### src/rtl/mem_pkg.sv
// Shared types and control-word field positions for the MEM stage.
// Optional build macro MEM_MISALIGN_CHECK_EN enables the alignment helper below.
package mem_pkg;

  typedef enum logic [1:0] {
    SZ_B = 2'b00,
    SZ_H = 2'b01,
    SZ_W = 2'b10
  } size_e;

  typedef enum logic [1:0] {
    WB_ALU  = 2'b00,
    WB_MEM  = 2'b01,
    WB_NPC4 = 2'b10,
    WB_IMM  = 2'b11
  } wb_sel_e;

  typedef enum logic [1:0] {
    S_IDLE,
    S_WAIT_GNT,
    S_WAIT_RV,
    S_DONE
  } mem_state_e;

  localparam int CW_RD    = 6;
  localparam int CW_WR    = 5;
  localparam int CW_SZ_HI = 4;
  localparam int CW_SZ_LO = 3;
  localparam int CW_UNS   = 2;
  localparam int CW_WB_HI = 1;
  localparam int CW_WB_LO = 0;

  localparam logic [3:0] BE_B = 4'b0001;
  localparam logic [3:0] BE_H = 4'b0011;
  localparam logic [3:0] BE_W = 4'b1111;

  // size 2'b11 is handled as a word, hence the test on size[1]
  function automatic logic is_misaligned(input logic [1:0] size, input logic [1:0] off);
    return ((size == SZ_H) && off[0]) || (size[1] && (off != 2'b00));
  endfunction

endpackage

### src/rtl/mem_stage_if.sv
// Data-memory req/gnt/rvalid bus between the MEM stage (master) and memory (slave).
// Request fields stay stable from req until gnt; rdata is sampled only with rvalid.
interface mem_stage_if #(
  parameter int N = 32
);
  logic         req;
  logic         we;
  logic [N-1:0] addr;
  logic [3:0]   be;
  logic [N-1:0] wdata;
  logic         gnt;
  logic         rvalid;
  logic [N-1:0] rdata;

  modport master (output req, we, addr, be, wdata, input gnt, rvalid, rdata);
  modport slave  (input req, we, addr, be, wdata, output gnt, rvalid, rdata);
endinterface

### src/rtl/lsu_align.sv
// Store lane replication / byte enables and load shift + sign/zero extension; zero latency.
// Purely combinational, no backpressure.
module lsu_align
  import mem_pkg::*;
#(
  parameter int N = 32
) (
  input  logic [1:0]   off,
  input  logic [1:0]   size,
  input  logic         uns,
  input  logic [N-1:0] st_data,
  input  logic [N-1:0] rdata,
  output logic [3:0]   be,
  output logic [N-1:0] wdata,
  output logic [N-1:0] ld_data
);

  logic [N-1:0] ld_sh;

  always_comb begin
    ld_sh   = rdata >> {off, 3'b000};
    be      = BE_W;
    wdata   = st_data;
    ld_data = ld_sh;
    case (size)
      SZ_B: begin
        be      = BE_B << off;
        wdata   = {(N/8){st_data[7:0]}};
        ld_data = uns ? {{(N-8){1'b0}}, ld_sh[7:0]} : {{(N-8){ld_sh[7]}}, ld_sh[7:0]};
      end
      SZ_H: begin
        be      = BE_H << off;
        wdata   = {(N/16){st_data[15:0]}};
        ld_data = uns ? {{(N-16){1'b0}}, ld_sh[15:0]} : {{(N-16){ld_sh[15]}}, ld_sh[15:0]};
      end
      default: ;
    endcase
  end

endmodule

### src/rtl/mem_stage.sv
// MEM stage: data-memory access FSM plus MEM/WB register; non-memory ops 1 cycle, memory ops until gnt/rvalid.
// mem_stall freezes upstream while an access is open; MEM_MISALIGN_CHECK_EN drops misaligned H/W accesses.
module mem_stage
  import mem_pkg::*;
#(
  parameter int N  = 32,
  parameter int RW = 5
) (
  input  logic          clk,
  input  logic          rst,
  input  logic          pipe_en,
  input  logic [N-1:0]  ALUres,
  input  logic [N-1:0]  Bout,
  input  logic [N-1:0]  ImmOUT,
  input  logic [N-1:0]  NPC4_IN,
  input  logic [6:0]    cwMEM,
  input  logic          rf_we_in,
  input  logic [RW-1:0] Rdest_in,
  mem_stage_if.master   dmem,
  output logic          mem_stall,
  output logic          misalign,
  output logic [N-1:0]  wb_data,
  output logic [RW-1:0] wb_Rdest,
  output logic          wb_we,
  output logic [N-1:0]  fwd_data
);

  mem_state_e    state_q, state_d;
  logic [N-1:0]  buf_q, buf_d;
  logic [N-1:0]  wb_data_q, wb_data_d;
  logic [RW-1:0] wb_rdest_q, wb_rdest_d;
  logic          wb_we_q, wb_we_d;
  logic          misal_q, misal_d;

  logic          mem_rd, mem_wr, is_load, mem_op, uns, misal, done;
  logic [1:0]    size, wb_sel;
  logic [N-1:0]  ld_ext, load_val, wb_val;

  assign mem_rd  = cwMEM[CW_RD];
  assign mem_wr  = cwMEM[CW_WR];
  assign size    = cwMEM[CW_SZ_HI:CW_SZ_LO];
  assign uns     = cwMEM[CW_UNS];
  assign wb_sel  = cwMEM[CW_WB_HI:CW_WB_LO];
  assign is_load = mem_rd;
  assign mem_op  = mem_rd | mem_wr;

`ifdef MEM_MISALIGN_CHECK_EN
  assign misal = mem_op && is_misaligned(size, ALUres[1:0]);
`else
  assign misal = 1'b0;
`endif

  lsu_align #(.N(N)) u_lsu_align (
    .off     (ALUres[1:0]),
    .size    (size),
    .uns     (uns),
    .st_data (Bout),
    .rdata   (dmem.rdata),
    .be      (dmem.be),
    .wdata   (dmem.wdata),
    .ld_data (ld_ext)
  );

  assign dmem.addr = {ALUres[N-1:2], 2'b00};
  assign dmem.we   = mem_wr & ~mem_rd;

  always_comb begin
    state_d   = state_q;
    dmem.req  = 1'b0;
    mem_stall = 1'b0;
    done      = 1'b0;
    case (state_q)
      S_IDLE: begin
        if (mem_op && !misal) begin
          dmem.req = 1'b1;
          if (!dmem.gnt) begin
            state_d   = S_WAIT_GNT;
            mem_stall = 1'b1;
          end else if (!is_load || dmem.rvalid) begin
            done = 1'b1;
          end else begin
            state_d   = S_WAIT_RV;
            mem_stall = 1'b1;
          end
        end
      end
      S_WAIT_GNT: begin
        dmem.req = 1'b1;
        if (!dmem.gnt) begin
          mem_stall = 1'b1;
        end else if (!is_load) begin
          done = 1'b1;
        end else begin
          state_d   = S_WAIT_RV;
          mem_stall = 1'b1;
        end
      end
      S_WAIT_RV: begin
        if (dmem.rvalid) done = 1'b1;
        else             mem_stall = 1'b1;
      end
      S_DONE: begin
        if (pipe_en) state_d = S_IDLE;
      end
      default: state_d = S_IDLE;
    endcase
    // A finished access that cannot retire parks in DONE so it is never re-issued
    if (done) state_d = pipe_en ? S_IDLE : S_DONE;
  end

  always_comb begin
    load_val = (state_q == S_DONE) ? buf_q : ld_ext;
    case (wb_sel)
      WB_ALU:  wb_val = ALUres;
      WB_MEM:  wb_val = load_val;
      WB_NPC4: wb_val = NPC4_IN;
      default: wb_val = ImmOUT;
    endcase
  end

  assign fwd_data = wb_val;

  always_comb begin
    buf_d      = (done && !pipe_en) ? ld_ext : buf_q;
    wb_data_d  = wb_data_q;
    wb_rdest_d = wb_rdest_q;
    wb_we_d    = wb_we_q;
    misal_d    = misal_q;
    if (mem_stall) begin
      wb_we_d = 1'b0;
      misal_d = 1'b0;
    end else if (pipe_en) begin
      wb_data_d  = wb_val;
      wb_rdest_d = Rdest_in;
      wb_we_d    = rf_we_in & ~misal;
      misal_d    = misal;
    end
  end

  always_ff @(posedge clk or posedge rst) begin
    if (rst) begin
      state_q    <= S_IDLE;
      buf_q      <= '0;
      wb_data_q  <= '0;
      wb_rdest_q <= '0;
      wb_we_q    <= 1'b0;
      misal_q    <= 1'b0;
    end else begin
      state_q    <= state_d;
      buf_q      <= buf_d;
      wb_data_q  <= wb_data_d;
      wb_rdest_q <= wb_rdest_d;
      wb_we_q    <= wb_we_d;
      misal_q    <= misal_d;
    end
  end

  assign wb_data  = wb_data_q;
  assign wb_Rdest = wb_rdest_q;
  assign wb_we    = wb_we_q;
  assign misalign = misal_q;

endmodule

### src/flat_wrapper.sv
// flat-port wrapper written by rule: the top's interface ports become plain ports
module mem_stage_flat import mem_pkg::*;
#(
  parameter int N  = 32,
  parameter int RW = 5
)
  (clk, rst, pipe_en, ALUres, Bout, ImmOUT, NPC4_IN, cwMEM, rf_we_in, Rdest_in, mem_stall, misalign, wb_data, wb_Rdest, wb_we, fwd_data, dmem_req, dmem_we, dmem_addr, dmem_be, dmem_wdata, dmem_gnt, dmem_rvalid, dmem_rdata);
  mem_stage_if #(.N(N)) dmem_i ();
  input  logic clk;
  input  logic rst;
  input  logic pipe_en;
  input  logic [N-1:0] ALUres;
  input  logic [N-1:0] Bout;
  input  logic [N-1:0] ImmOUT;
  input  logic [N-1:0] NPC4_IN;
  input  logic [6:0] cwMEM;
  input  logic rf_we_in;
  input  logic [RW-1:0] Rdest_in;
  output logic mem_stall;
  output logic misalign;
  output logic [N-1:0] wb_data;
  output logic [RW-1:0] wb_Rdest;
  output logic wb_we;
  output logic [N-1:0] fwd_data;
  output wire logic [$bits(dmem_i.req)-1:0] dmem_req;
  output wire logic [$bits(dmem_i.we)-1:0] dmem_we;
  output wire logic [$bits(dmem_i.addr)-1:0] dmem_addr;
  output wire logic [$bits(dmem_i.be)-1:0] dmem_be;
  output wire logic [$bits(dmem_i.wdata)-1:0] dmem_wdata;
  input wire logic [$bits(dmem_i.gnt)-1:0] dmem_gnt;
  input wire logic [$bits(dmem_i.rvalid)-1:0] dmem_rvalid;
  input wire logic [$bits(dmem_i.rdata)-1:0] dmem_rdata;
  assign dmem_req = dmem_i.req;
  assign dmem_we = dmem_i.we;
  assign dmem_addr = dmem_i.addr;
  assign dmem_be = dmem_i.be;
  assign dmem_wdata = dmem_i.wdata;
  assign dmem_i.gnt = dmem_gnt;
  assign dmem_i.rvalid = dmem_rvalid;
  assign dmem_i.rdata = dmem_rdata;
  mem_stage #(.N(N), .RW(RW)) u_core (.clk(clk), .rst(rst), .pipe_en(pipe_en), .ALUres(ALUres), .Bout(Bout), .ImmOUT(ImmOUT), .NPC4_IN(NPC4_IN), .cwMEM(cwMEM), .rf_we_in(rf_we_in), .Rdest_in(Rdest_in), .dmem(dmem_i), .mem_stall(mem_stall), .misalign(misalign), .wb_data(wb_data), .wb_Rdest(wb_Rdest), .wb_we(wb_we), .fwd_data(fwd_data));
endmodule
### config.mk
export PLATFORM = sky130hd
export DESIGN_NAME = mem_stage_flat
export DESIGN_NICKNAME = d
export VERILOG_FILES = /design/src/rtl/mem_pkg.sv /design/src/rtl/mem_stage_if.sv /design/src/rtl/lsu_align.sv /design/src/rtl/mem_stage.sv /design/src/flat_wrapper.sv
export SDC_FILE = /design/constraint.sdc
export NUM_CORES = 1
export LEC_CHECK = 0
export CORE_ASPECT_RATIO = 0.75
export CORE_UTILIZATION = 30
export CTS_BUF_LIST = sky130_fd_sc_hd__clkbuf_2
export CTS_CLUSTER_DIAMETER = 200
export CTS_CLUSTER_SIZE = 16
export DETAILED_ROUTE_END_ITERATION = 8
export PLACE_DENSITY = 0.69
export SYNTH_ARGS = -nofsm -noshare
export SYNTH_HDL_FRONTEND = slang
export SYNTH_SLANG_ARGS = --single-unit
### constraint.sdc
create_clock -name clk -period 2.45 [get_ports clk]
set_input_delay 0.245 -clock clk [delete_from_list [all_inputs] [get_ports clk]]
set_output_delay 0.245 -clock clk [all_outputs]
set_load 0.01 [all_outputs]
==> impl_results.md, run 1 <==
- CTS buffer count: 9
- Post-synth EDFFs: 0
- Combinational share of power: 56.0%
- Worst VDD drop: 0.332 mV
- Htree depth: 3
- Ys flop type: dfrtp_1
- Final hold slack: 194 ps
- CTS max path bufs: 2
- Sw frac: 37.6%
- Worst EP arrival: 2220 ps
- Initial core utilization: 30.8%
- Slew @ Worst Pin: 533 ps
- Critical Path RT: 2200 ps
- Vias in the first global route: 6082
- Die height: 119 um
- GR Util All Layers: 24.8%
- Final hold vios: 0
- Design Area, Final: 9930 sq um
- Max Cap Viol: 0
- Slew headroom: 64.5%
- RSZ-0062 raised after global routing: true
- Placed instance area: 9080 sq um
- Seq/Total Area, Yosys: 33.1%
- Startpoint types: flip-flop
- Detail Route Antenna Nets: 0
- Synth unique cells: 37
- Largest net degree at the start of global routing: 35
- DR vias/cell: 5.14
- Setup violators final: 4
- Reg clk slew, reported paths: 240 ps
- Leakage: 0.00406 uW
- Clock share of power: 12.7%
- Routed len/inst: 20.3 um
- Outcome: complete, but fails checks
- FMAX: 0.405 GHz
- Drt total wl: 24.2 mm
- IO buf count: 316
- Async SR Flop Fraction: 100%
- # DRC: 0
- Post-synthesis register bit count: 72
- Worst skew pair latency: 590 ps
- Syn. warnings: 0
- Sink Count: 72
- Root buf cell: clkbuf_2
- Total core area: 17700 sq um
- Net Sw Power: 2570 uW
- Site Rows: 42
- Die area: 18700 sq um
- Initial antenna violation count: 0
- CTS tree: yes
- Mapped Cells: 604
- Multi-input gate area: 3680 sq um
- Drt pass-1 iters: 5
- # fillers: 1603
- Fin crit share: 101%
- Hpwl dp: 18.0 mm
- Failing checks: setup timing
- Syn Area/Cell: 9.02 sq um
- Class of the most critical setup path: flip-flop to output pin
- Register area: 1800 sq um
- DR iter-0 viols: 347
- Min Clock Period, post-route: 2470 ps
- P&R area growth vs syn: 82.3%
- Crit end category: output pin
- Final worst slack: -17.3 ps
- Power per cell area: 687 nW/um^2
- Flop2flop setup slack: -20 ps
- First-pass GRT wire length: 34.8 mm
- Worst-path fanout max: 8
- Share of cells above drive strength 1: 30.0%
- Final Skew: 26.7 ps
- Sequential Power Share: 31.3%
- Top Ports: 320
- Hold Crit Class: input port to flip-flop
- Post-Syn Area: 5450 sq um
- Slew Limit Fails: 0
- Vias: 6111
- Routability cong.: 0.947
- Die Wd: 158 um
- Grt total ovfl: 0
- Cell internal pwr: 4250 uW
- Final net count: 1120
-- Yosys cell counts (2+ instances only) --
cell type | n | area (sq um)
a221oi_1 | 25 | 219
and2_1 | 8 | 50.1
buf_6 | 2 | 22.5
buf_4 | 41 | 308
o22a_1 | 9 | 78.8
o31a_1 | 8 | 70.1
clkbuf_1 | 28 | 105
nor2_1 | 53 | 199
dfrtp_1 | 72 | 1800
a31oi_1 | 16 | 100
mux4_2 | 16 | 360
o21a_1 | 26 | 195
buf_2 | 11 | 55.1
nor2b_1 | 10 | 62.6
buf_1 | 5 | 18.8
mux2_2 | 57 | 642
mux2i_1 | 18 | 180
nor3_1 | 2 | 10.0
nand2_1 | 82 | 308
o21ai_0 | 37 | 185
o21bai_1 | 3 | 22.5
a21oi_1 | 30 | 150
o22ai_1 | 15 | 93.8
nand2b_1 | 13 | 81.3
nor3b_2 | 2 | 25.0
inv_1 | 4 | 15.0
-- per-layer routing --
metal | GRT usage [%] | wire length (um)
met5 | 0 | 0
met4 | 6.61 | 400
met3 | 5.65 | 1940
met2 | 40.4 | 11500
met1 | 32.7 | 10300
-- registers in the layout (all words and copies together), names as in the netlist --
| signal | cells |
|---|---|
| u_core.buf_q | 32 |
| u_core.wb_data | 32 |
| u_core.wb_Rdest | 5 |
| u_core.state_q | 2 |
| u_core.wb_we | 1 |
-- logic make-up (layout without fill, tap and decap cells) --
group           count (synthesis)  count (layout)  share of synthesized area [%]
compound gates                172             172                           20.9
flops                          72              72                           33.1
other cells                     1               4                         0.0688
mux                            91              91                           21.7
buf+inv                        92             433                           9.99
simple gates                  176             176                           14.3
-- path summary, 6_finish.rpt --
check                                              start                             end  cells after the start
min in group asynchronous                            rst     u_core.buf_q[6]$_DFFE_PP0P_                      3
hold / removal                            dmem_rdata[31]    u_core.buf_q[31]$_DFFE_PP0P_                      4
hold reg to reg              u_core.buf_q[3]$_DFFE_PP0P_     u_core.buf_q[3]$_DFFE_PP0P_                      2
setup / recovery           u_core.state_q[0]$_DFFE_PP0P_                    fwd_data[24]                      8
max in group asynchronous                            rst    u_core.buf_q[18]$_DFFE_PP0P_                      4
setup reg to reg           u_core.state_q[0]$_DFFE_PP0P_  u_core.wb_data[30]$_DFFE_PP0P_                     10
-- per-stage QoR --
stage	setup WS [ps]	TNS [ps]	utilization, %	std cells	total power (uW)
after floorplan	267	0	-	606	3700
after global placement	-331	-9310	51.3	1154	5470
after detailed placement	-339	-9860	51.3	1154	5520
after CTS	-38.2	-113	54.1	1179	6570
after global routing	-122	-3170	56.1	1189	7230
final	-17.3	-41.8	56.1	1190	6820
-- worst max-delay path, cell delays in order (launching register included) --
cell and delay, ps:
dfrtp_1 460, and2_4 220, buf_8 150, nor3b_2 150
buf_4 170, buf_6 120, nand2_2 60, a31oi_4 150
buf_2 160
-- what timing repair did --
item / in CTS / in global routing
hold buffers: 1 / 0
cloned: 0 / 3
buffers inserted: 8 / 7
pin swaps: 14 / 15
setup endpoints to repair: 40 / 68
resized for setup: 172 / 52
endpoints found under the hold margin: 22 / 0
-- cell type report --
| class | count | area share (%) |
|---|---|---|
| timing repair buffer | 413 | 40.2 |
| multi-input combinational | 442 | 37.1 |
| sequential | 72 | 18.1 |
| tap | 242 | 3.05 |
| clock inverter | 7 | 0.957 |
| clock buffer | 9 | 0.453 |
| inverter | 4 | 0.164 |
| antenna | 1 | 0.0252 |
-- power by group through the flow --
stage                     registers [uW]  clock network, uW  logic (uW)
final                               2130                865        3820
after detailed placement            2090                  0        3440
after CTS                           2100                883        3590
after global placement              2070                  0        3400
after global routing                2200                939        4090
after floorplan                     2190                  0        1520
-- placed cells by master, fill, tap and decap left out, drive strengths merged, types with 9 or more instances in the layout --
master	Yosys	layout
o22a	9	9
nor2	53	53
o21ai	37	37
o22ai	15	15
mux2	57	57
o21a	26	26
a21oi	30	30
nand2b	13	13
a221oi	25	25
and2	9	9
clkbuf	28	13
mux2i	18	18
nand2	82	82
buf	60	120
mux4	16	16
dlygate4sd2	0	10
dfrtp	72	72
clkdlybuf4s50	0	276
a31oi	16	16
nor2b	10	10
No activity file was read; power rests on OpenSTA's default activity.
==> run 2, diff against run 1 <==
- ABC_AREA: not set -> 0
- CELL_PAD_IN_SITES_DETAIL_PLACEMENT: not set -> 0
- CELL_PAD_IN_SITES_GLOBAL_PLACEMENT: not set -> 1
- CORE_ASPECT_RATIO: 0.75 -> 0.7
- CORE_UTILIZATION: 30 -> 28
- PLACE_DENSITY: 0.69 -> 0.87
==> run 2 against run 1 <==
The run now ends clean. Setup slack gained 50 ps. Sequential share of layout area grew 0.46 points. Critical path depth shrank 2. Critical path type unchanged. Non-clock buffer count shrank 11. Die area grew 7.1%.
==> impl_results.md, run 2 (synthesized netlist as in run 1, its figures left out) <==
- Final Skew: 23.3 ps (-3.37 ps)
- Routed len/inst: 19.6 um (-3.6%)
- Critical Path RT: 2200 ps (about the same)
- Die Wd: 169 um (+7.1%)
- Final setup TNS: 0 ps (+41.8 ps)
- CTS max path bufs: 2 (unchanged)
- Critical path buffer and inverter count: 2 (-2)
- Min Clock Period, post-route: 2420 ps (-49.7 ps)
- Setup WS pre-CTS: -290 ps (+48.6 ps)
- Placed Cells: 1176 (+1.9%)
- Site Rows: 42 (unchanged)
- Crit end category: output pin
- Drt total wl: 23.5 mm (-2.7%)
- RSZ-0062 raised after global routing: true
- DR vias/cell: 5.06 (-1.4%)
- CP Cell Sequence: and2_4, buf_6, nand2_4, nand2_2, mux4_2, buf_6
- Top delay family on crit path: multiplexers
- GR Util All Layers: 23.0% (-1.8 points)
- Setup violators final: 0 (-4)
- CTS buffer count: 9 (unchanged)
- DR iter-0 viols: 383 (+10%)
- FMAX: 0.414 GHz (+2.1%)
- Top Ports: 320 (unchanged)
- Most common cell after layout, fill and taps aside: clkdlybuf4s50_1
- Reg clk slew, reported paths: 240 ps (about the same)
- CTS tree: yes
- Most frequent cells in the layout: clkdlybuf4s50_1 (276), nand2_1 (76), dfrtp_1 (72)
- Hpwl dp: 18.2 mm (+0.87%)
- Detail Route Antenna Nets: 0 (unchanged)
- Class of the most critical setup path: flip-flop to output pin
- Startpoint types: flip-flop
- Final worst slack: 32.4 ps (+49.7 ps)
- Vias in the first global route: 6116 (+0.56%)
- Final net count: 1109 (-0.98%)
- Drt pass-1 iters: 5 (unchanged)
- Slew headroom: 64.7% (+0.21 points)
- Vias: 6079 (-0.52%)
- P&R area growth vs syn: 77.7%
- Htree depth: 3 (unchanged)
- Initial antenna violation count: 1 (+1)
- Die area: 20000 sq um (+7.1%)
- Max Cap Viol: 0 (unchanged)
- Total core area: 19000 sq um (+7.1%)
- Worst EP arrival: 2170 ps (-50 ps)
- Die height: 119 um (unchanged)
- First-pass GRT wire length: 34.7 mm (-0.28%)
- Initial core utilization: 28.7% (-2.0 points)
- IO buf count: 316 (unchanged)
- Worst skew pair latency: 590 ps (about the same)
- Top cell by count, worst path: buf_6
- Crit-path max cell delay: 510 ps (+50 ps)
- Slew Limit Fails: 0 (unchanged)
- Leakage: 0.00394 uW (-2.9%)
- Worst-path fanout max: 6 (-2)
- Share of cells above drive strength 1: 28.2% (-1.8 points)
- Slew @ Worst Pin: 529 ps (-3.77 ps)
- Routability cong.: 0.869 (-8.2%)
- Sink Count: 72 (unchanged)
- Grt total ovfl: 0 (unchanged)
- Largest net degree at the start of global routing: 49 (+40%)
- Outcome: finished clean
- Final hold vios: 0 (unchanged)
- # DRC: 0 (unchanged)
- Root buf cell: clkbuf_2
- Worst VDD drop: 0.238 mV (-28%)
- Fin crit share: 98.7% (-2.0 points)
- Fin cells: 1201 (+0.92%)
- Power per cell area: 684 nW/um^2 (-0.44%)
- Crit path max-delay cell type: mux4_2
- Hold Crit Class: input port to flip-flop
## run 2: where the power goes
group          switching, uW  internal [uW]  leakage (uW)  total (uW)
Clock                    528            348     0.0000831         876
Sequential               361           1760      0.000870        2120
Combinational           1590           2030       0.00299        3620
Total                   2480           4140       0.00394        6620
## run 2: final timing paths
check	start	to	slack, ps	cells after the start
setup / recovery	u_core.state_q[0]$_DFFE_PP0P_	fwd_data[0]	30	6
hold / removal	dmem_rdata[30]	u_core.buf_q[30]$_DFFE_PP0P_	170	3
setup reg to reg	u_core.state_q[0]$_DFFE_PP0P_	u_core.wb_data[22]$_DFFE_PP0P_	230	8
hold reg to reg	u_core.buf_q[4]$_DFFE_PP0P_	u_core.buf_q[4]$_DFFE_PP0P_	510	2
max in group asynchronous	rst	u_core.buf_q[8]$_DFFE_PP0P_	1240	4
min in group asynchronous	rst	u_core.wb_data[7]$_DFFE_PP0P_	540	3
## run 2: metrics by stage
stage               hold WS (ps)  util (%)  area (sq um)  power (uW)
finish                       169      51.1          9690        6620
global route                 136      51.1          9690        7030
CTS                          118      49.9          9470        6540
detailed placement           462      48.0          9110        5550
global placement             458      48.0          9110        5480
floorplan                    396         -          5460        3700
## run 2: final cells by class
class | instances | area, sq um
sequential | 72 | 1800
clock buffer | 9 | 45.0
fill | 1748 | 9280
antenna | 1 | 2.50
inverter | 4 | 16.3
clock inverter | 7 | 103
tap | 264 | 330
multi-input combinational | 442 | 3530
timing repair buffer | 402 | 3860
## run 2: worst min-delay path: stages
cell,delay [ps]
dlygate4sd2_1,290
a21oi_1,140
a21oi_1,70
## run 2: timing repair
item	in CTS	in global routing
gates resized for setup	152	50
setup endpoints to repair	33	25
hold buffers	1	0
endpoints found under the hold margin	24	0
setup buffers	4	2
cloned	1	0
pin swaps	6	6
## run 2: layer usage
layer	vias up	routed length (um)	track usage, %
li1	2816	-	-
met1	2946	9890	29.0
met2	283	11300	39.2
met3	34	1810	5.02
met4	0	472	6.82
met5	-	0	0
